[config.mk]
export PLATFORM = sky130hd
export DESIGN_NAME = reset_sequencer_flat
export DESIGN_NICKNAME = d
export VERILOG_FILES = /design/src/rtl/reset_sequencer_if.sv /design/src/rtl/reset_sequencer.sv /design/src/flat_wrapper.sv
export SDC_FILE = /design/constraint.sdc
export NUM_CORES = 1
export LEC_CHECK = 0
export ABC_AREA = 1
export ABC_CLOCK_PERIOD_IN_PS = 2700
export CORE_ASPECT_RATIO = 0.7
export CORE_MARGIN = 5
export CORE_UTILIZATION = 55
export DETAILED_ROUTE_END_ITERATION = 8
export GPL_TIMING_DRIVEN = 0
export PLACE_DENSITY = 0.85
export SETUP_SLACK_MARGIN = 0.15
export SLEW_MARGIN = 0
export SYNTH_ARGS = -nofsm -noshare
export SYNTH_HDL_FRONTEND = slang
export SYNTH_SLANG_ARGS = --single-unit
export TNS_END_PERCENT = 20
[constraint.sdc]
create_clock -name clock -period 2.7 [get_ports clock]
set_clock_uncertainty 0.2 [all_clocks]
set_input_delay 0.675 -clock clock [delete_from_list [all_inputs] [get_ports clock]]
set_output_delay 0.675 -clock clock [all_outputs]
set_load 0.005 [all_outputs]
[src/rtl/reset_sequencer_if.sv]
// Request/status bundle between the reset sequencer and whoever drives partial re-resets.
// The master side issues sw_req/sw_mask; the slave side (the sequencer) drives the resets and status.
interface reset_sequencer_if #(
    parameter int NUM_CHANNELS = 4
);
    logic                    sw_req;
    logic [NUM_CHANNELS-1:0] sw_mask;
    logic [NUM_CHANNELS-1:0] rst_out;
    logic                    busy;
    logic                    done;
    logic                    req_dropped;

    modport master (
        output sw_req,
        output sw_mask,
        input  rst_out,
        input  busy,
        input  done,
        input  req_dropped
    );

    modport slave (
        input  sw_req,
        input  sw_mask,
        output rst_out,
        output busy,
        output done,
        output req_dropped
    );
endinterface

[src/rtl/reset_sequencer.sv]
// Synchronised, stretched and staggered per-channel reset release, with run-time
// partial re-reset of a masked subset of channels.
module reset_sequencer #(
    parameter int NUM_CHANNELS   = 4,
    parameter int SYNC_STAGES    = 2,
    parameter int ASSERT_CYCLES  = 16,
    parameter int STAGGER_CYCLES = 4
) (
    input  logic               clock,
    input  logic               reset,
    reset_sequencer_if.slave   bus
);

    localparam int MAX_CYCLES = (ASSERT_CYCLES > STAGGER_CYCLES) ? ASSERT_CYCLES : STAGGER_CYCLES;
    localparam int CNT_W      = $clog2(MAX_CYCLES + 1);

    localparam logic [CNT_W-1:0] ASSERT_CNT  = CNT_W'(ASSERT_CYCLES);
    localparam logic [CNT_W-1:0] STAGGER_CNT = CNT_W'(STAGGER_CYCLES);
    localparam logic [CNT_W-1:0] CNT_ONE     = CNT_W'(1);

    typedef enum logic [1:0] {
        HOLD    = 2'd0,
        RELEASE = 2'd1,
        IDLE    = 2'd2
    } state_t;

    logic [SYNC_STAGES-1:0]  syncChain_q;
    logic                    syncOut;
    state_t                  state_q;
    logic [CNT_W-1:0]        cnt_q;
    logic [NUM_CHANNELS-1:0] activeMask_q;
    logic [NUM_CHANNELS-1:0] rstOut_q;
    logic                    busy_q;
    logic                    done_q;
    logic                    reqDropped_q;

    logic [NUM_CHANNELS-1:0] lowBit_d;
    logic                    lastChannel_d;
    logic [CNT_W-1:0]        cntInc_d;
    logic                    releaseNow_d;
    logic                    reqAccept_d;

    always_ff @(posedge clock or negedge reset) begin
        if (!reset) begin
            syncChain_q <= '0;
        end else begin
            syncChain_q <= {syncChain_q[SYNC_STAGES-2:0], 1'b1};
        end
    end

    assign syncOut = syncChain_q[SYNC_STAGES-1];

    // activeMask_q holds the channels still waiting to be released; its lowest set bit goes next.
    always_comb begin
        lowBit_d      = activeMask_q & (~activeMask_q + NUM_CHANNELS'(1));
        lastChannel_d = ((activeMask_q & ~lowBit_d) == '0);
        cntInc_d      = (cnt_q == '1) ? cnt_q : cnt_q + CNT_ONE;
        releaseNow_d  = ((state_q == HOLD) && syncOut && (cnt_q >= ASSERT_CNT)) ||
                        ((state_q == RELEASE) && (cnt_q >= STAGGER_CNT));
        reqAccept_d   = bus.sw_req && (state_q == IDLE) && (bus.sw_mask != '0);
    end

    // The counter restarts at one because the edge that starts a wait is itself its first cycle.
    always_ff @(posedge clock or negedge reset) begin
        if (!reset) begin
            state_q      <= HOLD;
            cnt_q        <= '0;
            activeMask_q <= '1;
            rstOut_q     <= '1;
            busy_q       <= 1'b1;
            done_q       <= 1'b0;
            reqDropped_q <= 1'b0;
        end else begin
            done_q       <= 1'b0;
            reqDropped_q <= bus.sw_req && busy_q;

            if (releaseNow_d) begin
                rstOut_q     <= rstOut_q & ~lowBit_d;
                activeMask_q <= activeMask_q & ~lowBit_d;
                cnt_q        <= CNT_ONE;
                if (lastChannel_d) begin
                    state_q <= IDLE;
                    busy_q  <= 1'b0;
                    done_q  <= 1'b1;
                end else begin
                    state_q <= RELEASE;
                end
            end else begin
                case (state_q)
                    HOLD: begin
                        if (syncOut) begin
                            cnt_q <= cntInc_d;
                        end
                    end
                    RELEASE: begin
                        cnt_q <= cntInc_d;
                    end
                    IDLE: begin
                        if (reqAccept_d) begin
                            activeMask_q <= bus.sw_mask;
                            rstOut_q     <= rstOut_q | bus.sw_mask;
                            cnt_q        <= CNT_ONE;
                            busy_q       <= 1'b1;
                            state_q      <= HOLD;
                        end
                    end
                    default: begin
                        state_q <= HOLD;
                    end
                endcase
            end
        end
    end

    assign bus.rst_out     = rstOut_q;
    assign bus.busy        = busy_q;
    assign bus.done        = done_q;
    assign bus.req_dropped = reqDropped_q;

endmodule

[src/flat_wrapper.sv]
// flat-port wrapper written by rule: the top's interface ports become plain ports
module reset_sequencer_flat 
#(
    parameter int NUM_CHANNELS   = 4,
    parameter int SYNC_STAGES    = 2,
    parameter int ASSERT_CYCLES  = 16,
    parameter int STAGGER_CYCLES = 4
)
  (clock, reset, bus_sw_req, bus_sw_mask, bus_rst_out, bus_busy, bus_done, bus_req_dropped);
  reset_sequencer_if #(.NUM_CHANNELS(NUM_CHANNELS)) bus_i ();
  input  logic clock;
  input  logic reset;
  input wire logic [$bits(bus_i.sw_req)-1:0] bus_sw_req;
  input wire logic [$bits(bus_i.sw_mask)-1:0] bus_sw_mask;
  output wire logic [$bits(bus_i.rst_out)-1:0] bus_rst_out;
  output wire logic [$bits(bus_i.busy)-1:0] bus_busy;
  output wire logic [$bits(bus_i.done)-1:0] bus_done;
  output wire logic [$bits(bus_i.req_dropped)-1:0] bus_req_dropped;
  assign bus_i.sw_req = bus_sw_req;
  assign bus_i.sw_mask = bus_sw_mask;
  assign bus_rst_out = bus_i.rst_out;
  assign bus_busy = bus_i.busy;
  assign bus_done = bus_i.done;
  assign bus_req_dropped = bus_i.req_dropped;
  reset_sequencer #(.NUM_CHANNELS(NUM_CHANNELS), .SYNC_STAGES(SYNC_STAGES), .ASSERT_CYCLES(ASSERT_CYCLES), .STAGGER_CYCLES(STAGGER_CYCLES)) u_core (.clock(clock), .reset(reset), .bus(bus_i));
endmodule
==> results.py, run 1 <==
metrics = {
    "worst_setup_path": {
        "crit_type": "flop to primary output",
        "max_stage_delay_ns": 0.56,
        "required_ns": 1.82,
        "critical_path_arrival_ns": 1.37,
        "cp_max_fo": 3,
        "cp_num_buf_inv": 1,
        "path_cells": "clkdlybuf4s50_1",
        "critPathTopFamily": "flip-flops",
        "reg2reg_slack_ns": 0.71,
        "setup.worst_path.end_class": "primary output",
        "cp-start-kind": "flop",
        "crit_slowest_cell": "dfstp_2",
    },
    "run": {
        "cap_violations": 0,
    },
    "global_route": {
        "grt_pass1_vias": 917,
        "antenna_found_initial": 0,
        "grt_pass1_wl_microns": 4110,
        "grt_start_max_net_pins": 21,
        "gr-usage-all-layers_pct": 18.3,
        "gr-total-overflow": 0,
    },
    "placed_design": {
        "dp_hpwl_microns": 1840,
        "portBuffers": 13,
        "dp_slack_ns": 0.520,
        "dp_cells": 170,
        "gp_congestion": 0.853,
        "placed_cell_area_sq_um": 1270,
    },
    "clocking": {
        "cts.sinks": 20,
        "post_cts_buffers": 0,
        "root_buffer": "clkbuf_4",
        "numCtsBuffers": 3,
        "cts_resized": 0,
        "postCtsHoldBufs": 0,
        "tritoncts": "yes",
        "cts_htree_levels": 1,
        "clk_pin_slew_ns": 0.11,
        "clk_path_buf_depth": 2,
        "insertion_delay_ns": 0.31,
    },
    "pwr": {
        "irDropWorstVdd_mv": 0.782,
        "p_per_area_nw_per_um2": 1040,
        "power_mw": 1.38,
        "power_leakage_nw": 0.656,
    },
    "timing": {
        "fin_ws_ns": 0.453,
        "fin_crit_sh_pct": 83.2,
        "hold_viol_final": 0,
        "fin_hold_ws_ns": 0.168,
        "fmax_mhz": 445,
        "layout_min_cycle_time_ns": 2.25,
        "grt_setup_unrepaired": "false",
        "tightest_slew_ns": 0.848,
        "slew_viol_final": 0,
        "fin_tns_setup_ns": 0,
        "slew_headroom_pct": 43.3,
        "setup_viol": 0,
    },
    "die": {
        "die-height_microns": 47.7,
        "rows": 13,
        "core_area_sq_um": 1890,
        "dieArea_sq_um": 3050,
        "initial_utilization_pct": 59.2,
        "die_width_microns": 63.9,
        "io_pins": 14,
    },
    "yosys": {
        "synth-seq-area-share_pct": 45.8,
        "synth_top_area_share_pct": 24.6,
        "ys_top_cells_by_count": "nand2_1 (36), inv_1 (15), dfrtp_1 (11), nor2_1 (11), nand3_1 (10)",
        "syn-num-nets": 147,
        "ys_warn_count": 0,
        "synth_cell_types": 23,
        "syn_area_sq_um": 1120,
        "synth_area_leaders": "dfrtp_1 (25%), dfstp_2 (21%), nand2_1 (12%), ha_1 (5.6%), inv_1 (5.0%)",
        "synth_cells": 135,
        "synth_seq_cells": 20,
        "synth_edf_count": 0,
        "synth.most_common_cell": "nand2_1",
        "syn_area_per_cell_sq_um": 8.28,
        "yosysTopAreaCell": "dfrtp_1",
        "synthArstFlopShare_pct": 100,
        "synthFlopType": "dfrtp_1",
    },
    "status": {
        "status": "finished, final reports clean",
    },
    "layout": {
        "nNetsFinal": 165,
        "n_antenna_cell": 0,
        "final_util_pct": 70.4,
        "drive_above_1_share_pct": 19.1,
        "final_area_sq_um": 1330,
        "area_growth_pct": 18.8,
        "post_layout_nonfiller_instances": 174,
    },
    "route": {
        "finalWirelength_microns": 2330,
        "antenna_left": 0,
        "vias_per_cell": 5.49,
        "wire_per_inst_microns": 13.4,
        "drt_iter0_markers": 34,
        "drc": 0,
        "vias": 955,
        "first_pass_iters": 4,
    },
    "hold_path": {
        "hold_path.class": "flop to flop",
    },
}
==> cell type report <==
type                    instances  area, sq um
fillers                       143          559
multi-input cells              96          527
flip-flops and latches         20          512
repair buffers                 13          130
inverters                      18         67.6
clock inverters                 1         30.0
well taps                      22         27.5
clock buffers                   3         22.5
plain buffers                   1         11.3
==> sequential cells by signal, indices dropped and copies added, names as in the netlist <==
name / flops
u_core.state_q: 2
u_core.syncChain_q: 2
u_core.activeMask_q: 4
u_core.bus.rst_out: 4
u_core.bus.req_dropped: 1
u_core.bus.done: 1
u_core.cnt_q: 5
u_core.bus.busy: 1
==> logic make-up after synthesis <==
group / Yosys count / share of synthesized area (%)
AOI/OAI and AO/OA: 14 / 8.29
adders and majority gates: 5 / 5.60
buffers and inverters: 19 / 7.05
DFF: 20 / 45.8
other: 1 / 0.336
and+or+nand+nor: 76 / 32.9
==> power by group <==
part	total, mW	internal, mW	switching (mW)
Combinational	0.602	0.252	0.350
Clock	0.247	0.150	0.0969
Sequential	0.529	0.438	0.0906
Total	1.38	0.841	0.537
==> worst paths after layout <==
check	start	endpoint	cells past startpoint
setup / recovery	u_core.bus.busy$_DFFE_PN1P_	bus_busy	1
hold / removal	u_core.syncChain_q[0]$_DFF_PN0_	u_core.syncChain_q[1]$_DFF_PN0_	0
setup reg to reg	u_core.cnt_q[0]$_DFFE_PN0P_	u_core.cnt_q[4]$_DFFE_PN0P_	9
hold reg to reg	u_core.syncChain_q[0]$_DFF_PN0_	u_core.syncChain_q[1]$_DFF_PN0_	0
max in group asynchronous	reset	u_core.bus.done$_DFF_PN0_	1
min in group asynchronous	reset	u_core.cnt_q[1]$_DFFE_PN0P_	1
==> layer usage <==
metal  GRT usage [%]  part of all wire (%)  vias up  wire length [microns]
met1            23.0                    47      454                   1100
li1                -                     -      467                      -
met2            28.7                    46       27                   1060
met4            9.54                   2.1        0                     49
met5               0                     0        -                      0
met3            6.34                   5.2        7                    121
==> placed cells by master, fill, tap and decap left out <==
cell | netlist | layout
buf_6 | 1 | 1
nand2_1 | 36 | 36
nand3_1 | 10 | 10
a21boi_4 | 1 | 1
bufinv_16 | 0 | 1
o211ai_1 | 2 | 2
nor2_2 | 4 | 4
a21oi_2 | 1 | 1
o21ai_0 | 1 | 1
inv_1 | 15 | 15
nand3_2 | 2 | 2
nand2_2 | 1 | 1
clkbuf_4 | 0 | 3
nor3_1 | 2 | 2
nor2_1 | 11 | 11
conb_1 | 1 | 1
nand4_1 | 5 | 5
a21oi_1 | 2 | 2
dfrtp_1 | 11 | 11
nand2_4 | 3 | 3
ha_1 | 5 | 5
inv_2 | 3 | 3
o21ai_1 | 7 | 7
clkdlybuf4s50_1 | 0 | 13
dfstp_2 | 9 | 9
nand3b_1 | 2 | 2
Power figures use the tool's default switching activity.
==> run 2: changes to the inputs <==
--- a/config.mk
+++ b/config.mk
@@ -6,13 +6,13 @@
 export NUM_CORES = 1
 export LEC_CHECK = 0
 export ABC_AREA = 1
-export ABC_CLOCK_PERIOD_IN_PS = 2700
+export ABC_CLOCK_PERIOD_IN_PS = 1910
 export CORE_ASPECT_RATIO = 0.7
 export CORE_MARGIN = 5
-export CORE_UTILIZATION = 55
+export CORE_UTILIZATION = 48
 export DETAILED_ROUTE_END_ITERATION = 8
 export GPL_TIMING_DRIVEN = 0
-export PLACE_DENSITY = 0.85
+export PLACE_DENSITY = 0.79
 export SETUP_SLACK_MARGIN = 0.15
 export SLEW_MARGIN = 0
 export SYNTH_ARGS = -nofsm -noshare
==> constraint.sdc (replaced) <==
create_clock -name clock -period 1.91 [get_ports clock]
set_clock_uncertainty 0.2 [all_clocks]
set_input_delay 0.4775 -clock clock [delete_from_list [all_inputs] [get_ports clock]]
set_output_delay 0.4775 -clock clock [all_outputs]
set_load 0.005 [all_outputs]
==> results.py, run 2 (synthesis results as in run 1) <==
metrics = {
    "worst_setup_path": {
        "cp-start-kind": "flop",
        "rr_worst_depth": 9,
        "crit_type": "flop to flop",
        "path_cells": "ha_2 -> inv_2 -> nor3_2 -> ha_2 -> nand2_2 -> nand3b_1 -> nand3_2 -> nand2_1 -> nand2_1",
        "reg2reg_slack_ns": 0.08,
        "critPathTopFamily": "simple AND/OR/NAND/NOR gates",
        "required_ns": 1.96,
        "setup.worst_path.end_class": "flop",
        "cp_num_buf_inv": 1,
        "crit_slowest_cell": "dfrtp_1",
        "r2r-start": "u_core.cnt_q[1]$_DFFE_PN0P_",
        "r2r-end": "u_core.cnt_q[3]$_DFFE_PN0P_",
        "cp_max_fo": 5,
        "max_stage_delay_ns": 0.39,
        "critical_path_arrival_ns": 1.89,
    },
    "clocking": {
        "cts.sinks": 20,
        "numCtsBuffers": 3,
        "clk_path_buf_depth": 2,
        "clk_pin_slew_ns": 0.12,
        "root_buffer": "clkbuf_4",
        "cts_htree_levels": 1,
        "insertion_delay_ns": 0.31,
        "tritoncts": "yes",
    },
    "layout": {
        "area_growth_pct": 24.7,
        "final_cell_mix": "nand2_1 (35), inv_1 (13), nor2_1 (11), dfrtp_1 (11)",
        "final_common_cell": "nand2_1",
        "fillCellCount": 180,
        "multiInputGateArea_sq_um": 562,
        "nNetsFinal": 170,
        "drive_above_1_share_pct": 29.9,
        "largest_register_ffs": 5,
        "seqCellArea_sq_um": 512,
        "n_antenna_cell": 0,
        "top_register": "u_core.cnt_q",
    },
    "route": {
        "vias_per_cell": 5.10,
        "antenna_left": 0,
        "drt_iter0_markers": 60,
        "finalWirelength_microns": 2450,
        "wire_per_inst_microns": 13.0,
        "vias": 963,
        "drc": 0,
        "first_pass_iters": 4,
    },
    "timing": {
        "fmax_mhz": 545,
        "fin_hold_ws_ns": 0.167,
        "grt_setup_unrepaired": "true",
        "layout_min_cycle_time_ns": 1.83,
        "slew_viol_final": 0,
        "hold_viol_final": 0,
        "slew_headroom_pct": 41.9,
        "tightest_slew_ns": 0.869,
        "fin_ws_ns": 0.0756,
        "fin_crit_sh_pct": 96.0,
        "setup_viol": 0,
    },
    "run": {
        "cap_violations": 0,
    },
    "hold_path": {
        "holdPathEnd": "u_core.syncChain_q[1]$_DFF_PN0_",
        "hold_path.class": "flop to flop",
        "hold_start": "u_core.syncChain_q[0]$_DFF_PN0_",
        "hold_depth": 0,
    },
    "die": {
        "die_width_microns": 67.7,
        "io_pins": 14,
        "dieArea_sq_um": 3410,
        "core_area_sq_um": 2190,
        "initial_utilization_pct": 51.0,
        "die-height_microns": 50.4,
        "rows": 14,
    },
    "pwr": {
        "irDropWorstVdd_mv": 0.598,
        "power_leakage_nw": 0.691,
        "p_per_area_nw_per_um2": 1430,
    },
    "global_route": {
        "gr-total-overflow": 0,
        "grt_pass1_vias": 900,
        "gr-usage-all-layers_pct": 15.3,
        "grt_pass1_wl_microns": 4030,
        "grt_start_max_net_pins": 21,
        "antenna_found_initial": 0,
    },
    "placed_design": {
        "dp_hpwl_microns": 1780,
        "portBuffers": 13,
        "dp_slack_ns": -0.0637,
        "gp_congestion": 0.822,
    },
    "status": {
        "status": "finished, final reports clean",
    },
}
==> run 2: changes by cell type in the layout (fill, tap and decap cells not counted), moves of 2 or more <==
cell	change
buf_4	+5
clkbuf_2	+3
clkdlybuf4s50_1	-7
ha_1	-4
ha_2	+4
inv_1	-2
inv_2	+2
==> run 2: how the worst max path moves through the flow <==
| stage | start | to | slack, ns | cells after the start |
|---|---|---|---|---|
| 6_report | u_core.cnt_q[1]$_DFFE_PN0P_ | u_core.cnt_q[3]$_DFFE_PN0P_ | 0.08 | 9 |
| 5_1_grt | u_core.cnt_q[1]$_DFFE_PN0P_ | u_core.cnt_q[3]$_DFFE_PN0P_ | -0.02 | 9 |
| 4_1_cts | u_core.bus.req_dropped$_DFF_PN0_ | bus_req_dropped | 0.07 | 1 |
| 3_5_place_dp | bus_sw_req | u_core.activeMask_q[3]$_DFFE_PN1P_ | -0.06 | 8 |
| 3_3_place_gp | bus_sw_mask[3] | u_core.activeMask_q[1]$_DFFE_PN1P_ | -0.05 | 8 |
| 2_1_floorplan | u_core.cnt_q[0]$_DFFE_PN0P_ | u_core.cnt_q[3]$_DFFE_PN0P_ | 0.24 | 9 |
==> run 2: layout make-up <==
cell class                 count  share of cell area [%]
inverter                      18                    4.85
sequential                    20                    36.7
multi-input combinational     96                    40.3
timing repair buffer          18                    10.7
clock buffer                   3                    1.62
buffer                         1                   0.808
clock inverter                 1                    2.15
tap                           32                    2.87
==> run 2: report_power, final <==
part | leakage [nW] | internal, mW | switching [mW]
clock network | 0.0279 | 0.212 | 0.136
logic | 0.428 | 0.373 | 0.537
registers | 0.236 | 0.620 | 0.119
==> run 2: per-layer routing <==
metal	routed length (microns)	track usage, %	part of all wire, %	vias up
li1	-	-	-	478
met1	1140	21.2	46	462
met2	1180	23.1	48	23
met3	132	6.25	5.4	0
met4	0	1.68	0	0
met5	0	0	0	-
==> run 2: worst reg2reg max path, stage by stage, from the launching register on <==
cell and delay, ns:
dfrtp_1 0.39, ha_2 0.20, inv_2 0.05, nor3_2 0.12, ha_2 0.20, nand2_2 0.05
nand3b_1 0.26, nand3_2 0.18, nand2_1 0.06, nand2_1 0.07
==> run 2: repair_timing <==
| action | 4_1_cts | 5_1_grt |
|---|---|---|
| setup buffers | 1 | 4 |
| hold buffers | 0 | 0 |
| resized for setup | 10 | 18 |
| pin swaps | 1 | 5 |
| setup endpoints to repair | 15 | 21 |
==> run 2: through the flow <==
step	TNS (ns)	power (mW)	std cells	instance area (sq um)	util (%)
finish	0	2.00	189	1390	63.7
global route	-0.0208	2.17	189	1390	63.7
CTS	0	1.93	185	1350	61.6
detailed placement	-0.339	1.58	180	1290	58.8
global placement	-0.269	1.55	180	1290	58.8
floorplan	0	1.33	135	1120	-
